### config.mk
export PLATFORM = sky130hd
export DESIGN_NAME = cdb_scheduler
export DESIGN_NICKNAME = d
export VERILOG_FILES = /design/src/rtl/cdb_scheduler.sv
export SDC_FILE = /design/constraint.sdc
export NUM_CORES = 1
export LEC_CHECK = 0
export CAP_MARGIN = 25
export CORE_UTILIZATION = 41
export DETAILED_ROUTE_END_ITERATION = 8
export GPL_TIMING_DRIVEN = 0
export PLACE_DENSITY = 0.82
export SETUP_SLACK_MARGIN = 0.1
export SLEW_MARGIN = 20
export SYNTH_ARGS = -nofsm -noshare
export SYNTH_HDL_FRONTEND = slang
export SYNTH_SLANG_ARGS = --single-unit
export TNS_END_PERCENT = 30
### constraint.sdc
create_clock -name clock -period 2.5 [get_ports clock]
set_input_delay 0.5 -clock clock [delete_from_list [all_inputs] [get_ports clock]]
set_output_delay 0.5 -clock clock [all_outputs]
set_load 0.1 [all_outputs]
### src/rtl/cdb_scheduler.sv
// Common data bus scheduler: one registered broadcast per cycle.
// Selection order: aged requester, high-priority round-robin, then low-priority round-robin.
module cdb_scheduler #(
  parameter int                 NUM_REQ   = 4,
  parameter int                 TAG_W     = 4,
  parameter int                 DATA_W    = 17,
  parameter logic [NUM_REQ-1:0] PRIO_MASK = 4'b1100,
  parameter int                 MAX_WAIT  = 7,
  localparam int                SRC_W     = (NUM_REQ > 1) ? $clog2(NUM_REQ) : 1,
  localparam int                CNT_W     = $clog2(MAX_WAIT + 1)
) (
  input  logic                      clock,
  input  logic                      resetn,
  input  logic [NUM_REQ-1:0]        req_in,
  input  logic [NUM_REQ*TAG_W-1:0]  tag_in,
  input  logic [NUM_REQ*DATA_W-1:0] data_in,
  input  logic                      cdb_stall,
  output logic [NUM_REQ-1:0]        ack_out,
  output logic                      cdb_valid,
  output logic [TAG_W-1:0]          cdb_tag,
  output logic [DATA_W-1:0]         cdb_data,
  output logic [SRC_W-1:0]          cdb_src
);

  logic [NUM_REQ-1:0] r_ack;
  logic               r_valid;
  logic [TAG_W-1:0]   r_tag;
  logic [DATA_W-1:0]  r_data;
  logic [SRC_W-1:0]   r_src;
  logic [SRC_W-1:0]   r_rr;
  logic [CNT_W-1:0]   r_wait [NUM_REQ];

  logic [NUM_REQ-1:0] w_elig;
  logic [NUM_REQ-1:0] w_aged;
  logic [NUM_REQ-1:0] w_hi;
  logic [SRC_W-1:0]   w_win;
  logic               w_grant;

  // First set bit of m at or above p, wrapping modulo NUM_REQ.
  function automatic logic [SRC_W-1:0] rr_pick(
    input logic [NUM_REQ-1:0] m,
    input logic [SRC_W-1:0]   p
  );
    logic [SRC_W-1:0] res;
    int               idx;
    res = '0;
    for (int k = NUM_REQ - 1; k >= 0; k--) begin
      idx = (int'(p) + k) % NUM_REQ;
      if (m[idx]) res = SRC_W'(idx);
    end
    return res;
  endfunction

  // Winner selection over the requesters not acknowledged this cycle.
  always_comb begin
    w_elig  = req_in & ~r_ack;
    w_aged  = '0;
    w_win   = '0;
    for (int i = 0; i < NUM_REQ; i++)
      w_aged[i] = w_elig[i] && (r_wait[i] == CNT_W'(MAX_WAIT));
    w_hi    = w_elig & PRIO_MASK;
    w_grant = (|w_elig) && !cdb_stall;
    if (|w_aged) begin
      for (int i = NUM_REQ - 1; i >= 0; i--)
        if (w_aged[i]) w_win = SRC_W'(i);
    end else if (|w_hi) begin
      w_win = rr_pick(w_hi, r_rr);
    end else begin
      w_win = rr_pick(w_elig, r_rr);
    end
  end

  // Registered grant, broadcast, round-robin pointer and aging counters.
  always_ff @(posedge clock) begin
    if (!resetn) begin
      r_ack   <= '0;
      r_valid <= 1'b0;
      r_tag   <= '0;
      r_data  <= '0;
      r_src   <= '0;
      r_rr    <= '0;
      for (int i = 0; i < NUM_REQ; i++) r_wait[i] <= '0;
    end else begin
      if (w_grant) begin
        r_ack   <= NUM_REQ'(1) << w_win;
        r_valid <= 1'b1;
        r_tag   <= tag_in[int'(w_win)*TAG_W +: TAG_W];
        r_data  <= data_in[int'(w_win)*DATA_W +: DATA_W];
        r_src   <= w_win;
        r_rr    <= (w_win == SRC_W'(NUM_REQ - 1)) ? '0 : w_win + 1'b1;
      end else begin
        r_ack   <= '0;
        r_valid <= 1'b0;
      end
      for (int i = 0; i < NUM_REQ; i++) begin
        if (!req_in[i])
          r_wait[i] <= '0;
        else if (w_grant && w_win == SRC_W'(i))
          r_wait[i] <= '0;
        else if (w_elig[i] && r_wait[i] != CNT_W'(MAX_WAIT))
          r_wait[i] <= r_wait[i] + 1'b1;
      end
    end
  end

  assign ack_out   = r_ack;
  assign cdb_valid = r_valid;
  assign cdb_tag   = r_tag;
  assign cdb_data  = r_data;
  assign cdb_src   = r_src;

endmodule

# After elaboration in Yosys (flattened, before gate mapping)
# Memories as Yosys holds them, arrays and structs flattened.
# Cells that the tools add are included.
# W data, S select, Z words.
[word_totals] reg_bits=30 ramBits=12 in_bits=91 output_inout_bits=28 wordCells=172 mem_count=1
[op_classes] addsub=8 mul=1 n_lt_le_gt_ge=4 eq_ne=11 shifts=3 mux=99 bitwise_logic=17 reduce_logical=22
[mem_list] name="r_wait" words=4 width=3 read_ports=4 rd_ports_with_merged_regs=0 wr=4 line="31" rtl="logic [CNT_W-1:0] r_wait [NUM_REQ];"
[ops] op="$shiftx A68 B8 Y17" n=1
[ops] op="$mux W1" n=64
[ops] op="$mux W3" n=12
[ops] op="$mux W2" n=15
[ops] op="$bmux W1 S2" n=8
[ops] op="$shiftx A16 B5 Y4" n=1
[ops] op="$logic_and A1 B1 Y1" n=13
[ops] op="$add A3 B1 Y3 const B" n=4
[ops] op="$eq A3 B3 Y1 const B" n=4
[ops] op="$lt A3 B4 Y1 const B" n=3
[ops] op="$ne A3 B3 Y1 const B" n=4
[ops] op="$or A1 B1 Y1" n=12
[ops] op="$reduce_or A2 Y1" n=4
[ops] op="$reduce_or A4 Y1" n=2
[ops] op="$mul A2 B5 Y7 const B" n=1
[ops] op="$add A2 B1 Y2 const B" n=2
[ops] op="$add A2 B2 Y2 const B" n=2
[ops] op="$and A4 B4 Y4" n=1
[ops] op="$eq A2 B2 Y1 const B" n=2
[ops] op="$not A4 Y4" n=1
[ops] op="$shl A1 B2 Y4 const A" n=1
[ops] op="$and A1 B1 Y1 const A" n=3
[ops] op="$lt A2 B3 Y1 const B" n=1
[ops] op="$eq A2 B1 Y1 const B" n=1
[ops] op="other kinds (3)" n=3

# Depth between registers and ports, before layout
# Gate-level depths: netlist of the first run.
[depth] depth_word=20 mapped_depth=10 depth_no_buf=8

# Worst setup path after synthesis of the first run
# OpenSTA, ideal clock, no wires.
[synth_path] path_type="register -> register" startpoint="reg r_ack[3], in the netlist ack_out[3]" endpoint="mem r_wait[0][0] in the netlist's numbering (enable)" setup_time_ns=0.334 arrival_time_ns=2.328 required_ns=2.166 path_slack_ns=-0.161 path_stages_with_launch=7 n_path_buf=1 synth_period_minus_slack_ns=2.661 path_cell_list="dfxtp_1 nand2b_4 nand2_1 a311o_1 and2_4 buf_4 o211ai_1"
[synth_lines] item="start, declared" line="25" rtl="logic [NUM_REQ-1:0] r_ack;"
[synth_lines] item="start signal, assigned" line="85" rtl="r_ack <= NUM_REQ'(1) << w_win;"
[synth_lines] item="end, declared" line="31"

==> metrics.md, run 1 <==
| Metric | Value |
|---|---|
| Sequential share of the synthesized area | 40.2% |
| Antenna violations before repair | 0 |
| Max Cap Viol | 0 |
| Number of synthesized register bits | 42 |
| Largest area contributor in the netlist | dfxtp_1 |
| RSZ-0062 raised after global routing | yes |
| Post-Synthesis Cells | 243 |
| Inserted Diodes | 0 |
| CTS root buf | clkbuf_8 |
| Multi-input gate area | 1310 um^2 |
| Die Area | 6140 um^2 |
| Pwr Density | 529 nW/um^2 |
| Final wirelength | 6980 um |
| CP startpoint kind | input port |
| Peak VDD IR | 250 uV |
| WP buf/inv | 3 |
| Minimum clock period | 2330 ps |
| Critical Path RT | 2510 ps |
| Hold path depth | 2 |
| Wire per inst | 15.7 um |
| Row count | 27 |
| Setup TNS | 0 ps |
| Skew-Pair Late Insertion Delay | 290 ps |
| Final period util | 93.3% |
| Least-Margin Pin Slew | 1000 ps |
| Slowest Stage Delay on Critical Path | 510 ps |
| Htree depth | 2 |
| CTS tree | yes |
| Post-route ant nets | 0 |
| CORE AREA | 5570 um^2 |
| Post-DP HPWL | 5360 um |
| PortBufs | 117 |
| First-pass GRT wire length | 11,100 um |
| Initial core utilization | 42.9% |
| FF-to-FF Start | r_wait[3][0] |
| Post-synth EDFFs | 12 |
| DRT Pass-1 Iters | 4 |
| Crit Path Max Fanout | 10 |
| # DRC | 0 |
| GRT overflow | 0 |
| FFs w/ async S/R, synth | 0% |
| Gr usage total | 23.3% |
| Flip-flop and latch area | 965 um^2 |
| Die Wd | 78.3 um |
| Via count | 2,401 |
| Top-area cell type share of the netlist area | 25.1% |
| Initial drt markers | 93 |
| Crit path cell chain | clkdlybuf4s50_1 -> nor2b_4 -> nand3_1 -> a311o_1 -> and2_4 -> buf_6 -> o211ai_1 -> buf_4 |
| Worst hold path class | reg2reg |
| Fin. Hold Viols | 0 |
| Netlist cell types | 43 |
| Area delta synth->final | 59.7% |
| Total CTS buffers | 5 |
| Top_reg_cell synth | dfxtp_1 |
| Avg Cell Area, Syn | 9.83 um^2 |
| Status | finished clean |
| Pre-CTS setup slack | -253 ps |
| R2R cell count | 9 |
| Clock sink count | 42 |
| Hold Crit Start | cdb_data[3] |
| Worst Setup End Kind | flop |
| Post-CTS Hold Fix Bufs | 0 |
| Dominant cells by area after synthesis | dfxtp_1 (25%), edfxtp_1 (15%), mux2i_1 (9.2%) |
| Syn. warnings | 0 |
| Area of the mapped netlist | 2390 um^2 |
| I/O pin total | 119 |
| Die height | 78.3 um |
| Number of global-route vias before repair | 2,356 |
| Cell depth of the worst setup path | 8 |
| Util after Layout | 68.5% |
| Final worst setup slack | 168 ps |
| Hold EP | cdb_data[3] |
| Clock Skews | 5.37 ps |
| GP Congestion | 0.858 |
| Synth Net Count | 342 |
| Vias per inst | 5.40 |
| Static Leakage | 1.52 nW |
| Share of layout cells above drive strength 1 | 11.3% |
| Max Root-Sink Buffers | 2 |
| Final setup fails | 0 |
| Slowest-stage cell, CP | clkdlybuf4s50_1 |
| Final hold slack | 481 ps |
| Critical path class | in2reg |
| FMAX | 429 MHz |
| Largest delay share family, worst path | buffers and inverters |
| Max-slew violation count | 0 |
| Fill count | 477 |
| Setup slack, reg-to-reg | 190 ps |
| R2R Path End | r_wait[0][0] |
| Clock-pin slew on the worst setup and hold paths | 80 ps |
| Pin count of the biggest net entering global routing | 13 |
| Worst EP arrival | 2340 ps |
| Slew HR | 33.1% |
| Layout net count | 471 |
## what timing repair did
item	CTS	global route
gates resized for setup	5	5
endpoints found under the setup margin	9	39
endpoints found under the hold margin	0	0
pin swaps	1	5
setup buffers	1	4
## where the power goes
part	switching (mW)	internal, mW	leakage [nW]
Clock	0.227	0.192	0.0426
Sequential	0.0295	0.754	0.394
Combinational	0.504	0.313	1.09
## metrics by stage
step | cell area, um^2 | total power, mW | std cells
after global routing | 3820 | 2.10 | 445
after CTS | 3760 | 2.02 | 441
after detailed placement | 3650 | 1.60 | 432
after global placement | 3650 | 1.59 | 432
final | 3820 | 2.02 | 445
after floorplan | 2390 | 1.32 | 243
## worst min-delay path, stage by stage (launching register included)
cell and delay (ps):
dfxtp_1 330, nand2_1 50, o211ai_1 70
## cell families after synthesis
family                   count (synthesis)  share of synthesized area, %
AND/OR/NAND/NOR                         78                          19.4
AO/OA/AOI/OAI                           65                          20.4
flip-flops                              42                          40.2
buffers and inverters                   27                          6.23
multiplexers                            22                          9.21
adder cells (fa/ha/maj)                  8                          4.19
XOR/XNOR                                 1                         0.367
## cell usage after synthesis, types with 4 or more instances
cell type and n:
clkbuf_1 7, nand2b_1 4, edfxtp_1 12, nand2_1 23
buf_2 5, a211oi_1 4, dfxtp_1 30, buf_4 5
o211ai_1 18, o21ai_0 5, a31oi_1 16, nor2_1 16
and4_1 16, inv_1 7, ha_1 8, mux2i_1 22
## placed cells by master, fill, tap and decap left out, drive strengths merged, types with 7 or more instances in the layout
cell type and count:
dfxtp 30, clkdlybuf4s50 117, edfxtp 12, clkbuf 13, o211ai 18, and4 16, nand2 25, nor2 18
a31oi 16, mux2i 22, inv 7, ha 8, buf 18
## routing by layer
layer	vias up	share of wire, %	GRT usage (%)
met3	14	6.9	3.37
met5	-	0	0
li1	1179	-	-
met2	111	48	40.3
met1	1097	43	29.1
met4	0	1.9	8.70
## state kept, by name, summed over array words and instances (netlist names)
| name | cells |
|---|---|
| cdb_data | 17 |
| ack_out | 4 |
| r_rr | 2 |
| cdb_src | 2 |
| cdb_valid | 1 |
| r_wait | 12 |
| cdb_tag | 4 |
## layout make-up
| type | instances | area share [%] |
|---|---|---|
| Inverter | 7 | 0.688 |
| Buffer | 20 | 3.57 |
| Clock inverter | 2 | 0.229 |
| Clock buffer | 6 | 1.90 |
| Tap cell | 72 | 2.36 |
| Multi-Input combinational cell | 174 | 34.3 |
| Sequential cell | 42 | 25.3 |
| Timing Repair Buffer | 122 | 31.7 |
## worst max-delay path by stage
stage / from / endpoint / slack, ps
global route: req_in[0] / cdb_data[9] / 80
CTS: r_wait[3][0] / r_wait[0][1] / 90
floorplan: ack_out[2] / r_wait[2][0] / 170
finish: req_in[0] / r_wait[0][0] / 170
detailed placement: req_in[0] / r_wait[2][2] / -250
global placement: req_in[0] / r_wait[2][0] / -240
Note: power is estimated with default switching activity, not from simulation.
==> run 2: changes to the inputs <==
- GPL_TIMING_DRIVEN: 0 -> not set
==> run 2 against run 1 <==
Against the previous run:
- core utilization increased by 0.36 points
- die area unchanged
- highest routed layer unchanged
- routed wire length increased by 1.6%
- clock power increased by 32%
- register-to-register slack improved by 30 ps
==> metrics.md, run 2 (synthesis results as in run 1) <==
| Metric | Value |
|---|---|
| Status | finished clean |
| R2R Path End | r_wait[0][0] |
| Crit path from | r_wait[3][0] |
| Worst hold path class | reg2reg |
| Crit path cell chain | ha_1 -> ha_2 -> a21oi_2 -> nor3_1 -> a311o_2 -> and2_4 -> o211ai_1 |
| Multi-input gate area | 1310 um^2 (+0.19%) |
| Largest delay share family, worst path | compound AO/OA/AOI/OAI gates |
| Post-DP HPWL | 5250 um (-2.2%) |
| PortBufs | 118 (+0.85%) |
| Initial core utilization | 42.9% (unchanged) |
| Die height | 78.3 um (unchanged) |
| Critical Path RT | 2470 ps (-40 ps) |
| Critical path class | reg2reg |
| Crit path to | r_wait[0][0] |
| Initial drt markers | 132 (+42%) |
| Clock-pin slew on the worst setup and hold paths | 80 ps (about the same) |
| Worst Setup End Kind | flop |
| Final worst setup slack | 222 ps (+53.3 ps) |
| # DRC | 0 (unchanged) |
| Gr usage total | 23.4% (+0.14 points) |
| Slowest-stage cell, CP | a311o_2 |
| Area delta synth->final | 60.6% |
| Row count | 27 (unchanged) |
| Die Wd | 78.3 um (unchanged) |
| Max Cap Viol | 0 (unchanged) |
| Least-Margin Pin Slew | 421 ps (-579 ps) |
| Most common cell after layout, fill and taps aside | clkdlybuf4s50_1 |
| Max reg flops | 17 (unchanged) |
| Antenna violations before repair | 0 (unchanged) |
| Skew-Pair Late Insertion Delay | 290 ps (about the same) |
| RSZ-0062 raised after global routing | no |
| Vias per inst | 5.49 (+1.8%) |
| Pin count of the biggest net entering global routing | 35 (+22) |
| Peak VDD IR | 378 uV (+51%) |
| R2R cell count | 7 (-2) |
| FMAX | 439 MHz (+2.3%) |
| Share of layout cells above drive strength 1 | 20.5% (+9.2 points) |
| Crit Path Max Fanout | 6 (-4) |
| Final wirelength | 7100 um (+1.6%) |
| Inserted Diodes | 0 (unchanged) |
| WP buf/inv | 0 (-3) |
| Cell depth of the worst setup path | 7 (-1) |
| Slowest Stage Delay on Critical Path | 430 ps (-80 ps) |
| Fin. Hold Viols | 0 (unchanged) |
| GRT overflow | 0 (unchanged) |
| GP Congestion | 0.938 (+9.3%) |
| Pre-CTS setup slack | -9.57 ps (+244 ps) |
| First-pass GRT wire length | 11,100 um (unchanged) |
| Setup TNS | 0 ps (unchanged) |
| Post-CTS Hold Fix Bufs | 0 (unchanged) |
| Final instance area | 3840 um^2 (+0.52%) |
| Pwr Total | 2.16 mW (+7.1%) |
| Clock sink count | 42 (unchanged) |
| Via count | 2,433 (+1.3%) |
| Flip-flop and latch area | 965 um^2 (unchanged) |
| Placed Area | 3640 um^2 (-0.27%) |
| Wire per inst | 16.0 um (+2.1%) |
| CTS tree | yes |
| Fill count | 446 (-6.5%) |
| Static Leakage | 1.62 nW (+6.2%) |
| Worst EP arrival | 2250 ps (-90 ps) |
| DRT Pass-1 Iters | 5 (+1) |
| Number of global-route vias before repair | 2,382 (+1.1%) |
| Htree depth | 2 (unchanged) |
| Clock Skews | 4.16 ps (-1.22 ps) |
| CP startpoint kind | flop |
| Max-slew violation count | 0 (unchanged) |
| Setup slack, reg-to-reg | 220 ps (+30 ps) |
| Total CTS buffers | 5 (unchanged) |
| Die Area | 6140 um^2 (unchanged) |
| Final period util | 91.1% (-2.1 points) |
| I/O pin total | 119 (unchanged) |
| CORE AREA | 5570 um^2 (unchanged) |
| Max Root-Sink Buffers | 2 (unchanged) |
| Final hold slack | 486 ps (+4.61 ps) |
| Slew HR | 71.9% (+39 points) |
| Post-route ant nets | 0 (unchanged) |
| Final setup fails | 0 (unchanged) |
| Minimum clock period | 2280 ps (-53.3 ps) |
| Pwr Density | 564 nW/um^2 (+6.6%) |
| Layout net count | 469 (-0.42%) |
| Most frequent cells in the layout | clkdlybuf4s50_1 (90), buf_4 (44), dfxtp_1 (27) |
| CTS root buf | clkbuf_8 |
| FF-to-FF Start | r_wait[3][0] |
## run 2: cell types whose count changed in the layout (fill, tap and decap cells not counted), moves of 3 or more
cell and delta:
buf_4 +35, buf_2 -4, clkdlybuf4s50_1 -27, buf_6 -3, buf_12 +3, clkbuf_1 -7
## run 2: worst register-to-register path, delay by kind of cell (launching register included)
kind                       cells  cell delay [ps]
AOI/OAI and AO/OA              3              860
adders and majority gates      2              420
DFF                            1              400
and+or+nand+nor                2              270
## run 2: final cells by class
class                      instances  share of cell area, %
timing repair buffer             139                   34.6
multi-input combinational        175                   34.2
sequential                        42                   25.1
tap                               72                   2.35
clock buffer                       7                   2.25
clock inverter                     1                  0.783
inverter                           7                  0.685
## run 2: layer usage
layer  vias to the layer above  track usage [%]  part of all wire [%]
met5                         -                0                     0
met3                        15             4.19                   6.7
met2                       119             39.7                    49
met4                         0             10.6                   2.2
li1                       1179                -                     -
met1                      1120             28.7                    42
## run 2: per-stage QoR
stage | cells | utilization (%)
2_1_floorplan | 243 | -
3_3_place_gp | 431 | 65.4
3_5_place_dp | 431 | 65.4
4_1_cts | 439 | 67.5
5_1_grt | 443 | 68.8
6_report | 443 | 68.8
## run 2: what timing repair did
action                                  CTS  global route
endpoints found under the setup margin    0            33
resized for setup                         0             7
buffers inserted                          0             2
## run 2: how the worst min path moves through the flow
stage           startpoint  slack [ps]           to  cells past startpoint
3_5_place_dp   cdb_data[2]         470  cdb_data[2]                      2
6_report       cdb_data[3]         490  cdb_data[3]                      2
5_1_grt        cdb_data[6]         510  cdb_data[6]                      2
4_1_cts        cdb_data[3]         490  cdb_data[3]                      2
3_3_place_gp   cdb_data[8]         470  cdb_data[8]                      2
2_1_floorplan      r_rr[1]         520      r_rr[1]                      2
## run 2: where the power goes
group / switching [mW] / total [mW] / internal, mW
Clock: 0.230 / 0.555 / 0.326
Sequential: 0.0308 / 0.785 / 0.754
Combinational: 0.509 / 0.824 / 0.314
Total: 0.770 / 2.16 / 1.39
==> run 3: changes to the inputs <==
- SLEW_MARGIN: 20 -> 40
==> results of run 3 <==
No change in the layout: final DEF, timing and power equal those of run 2.
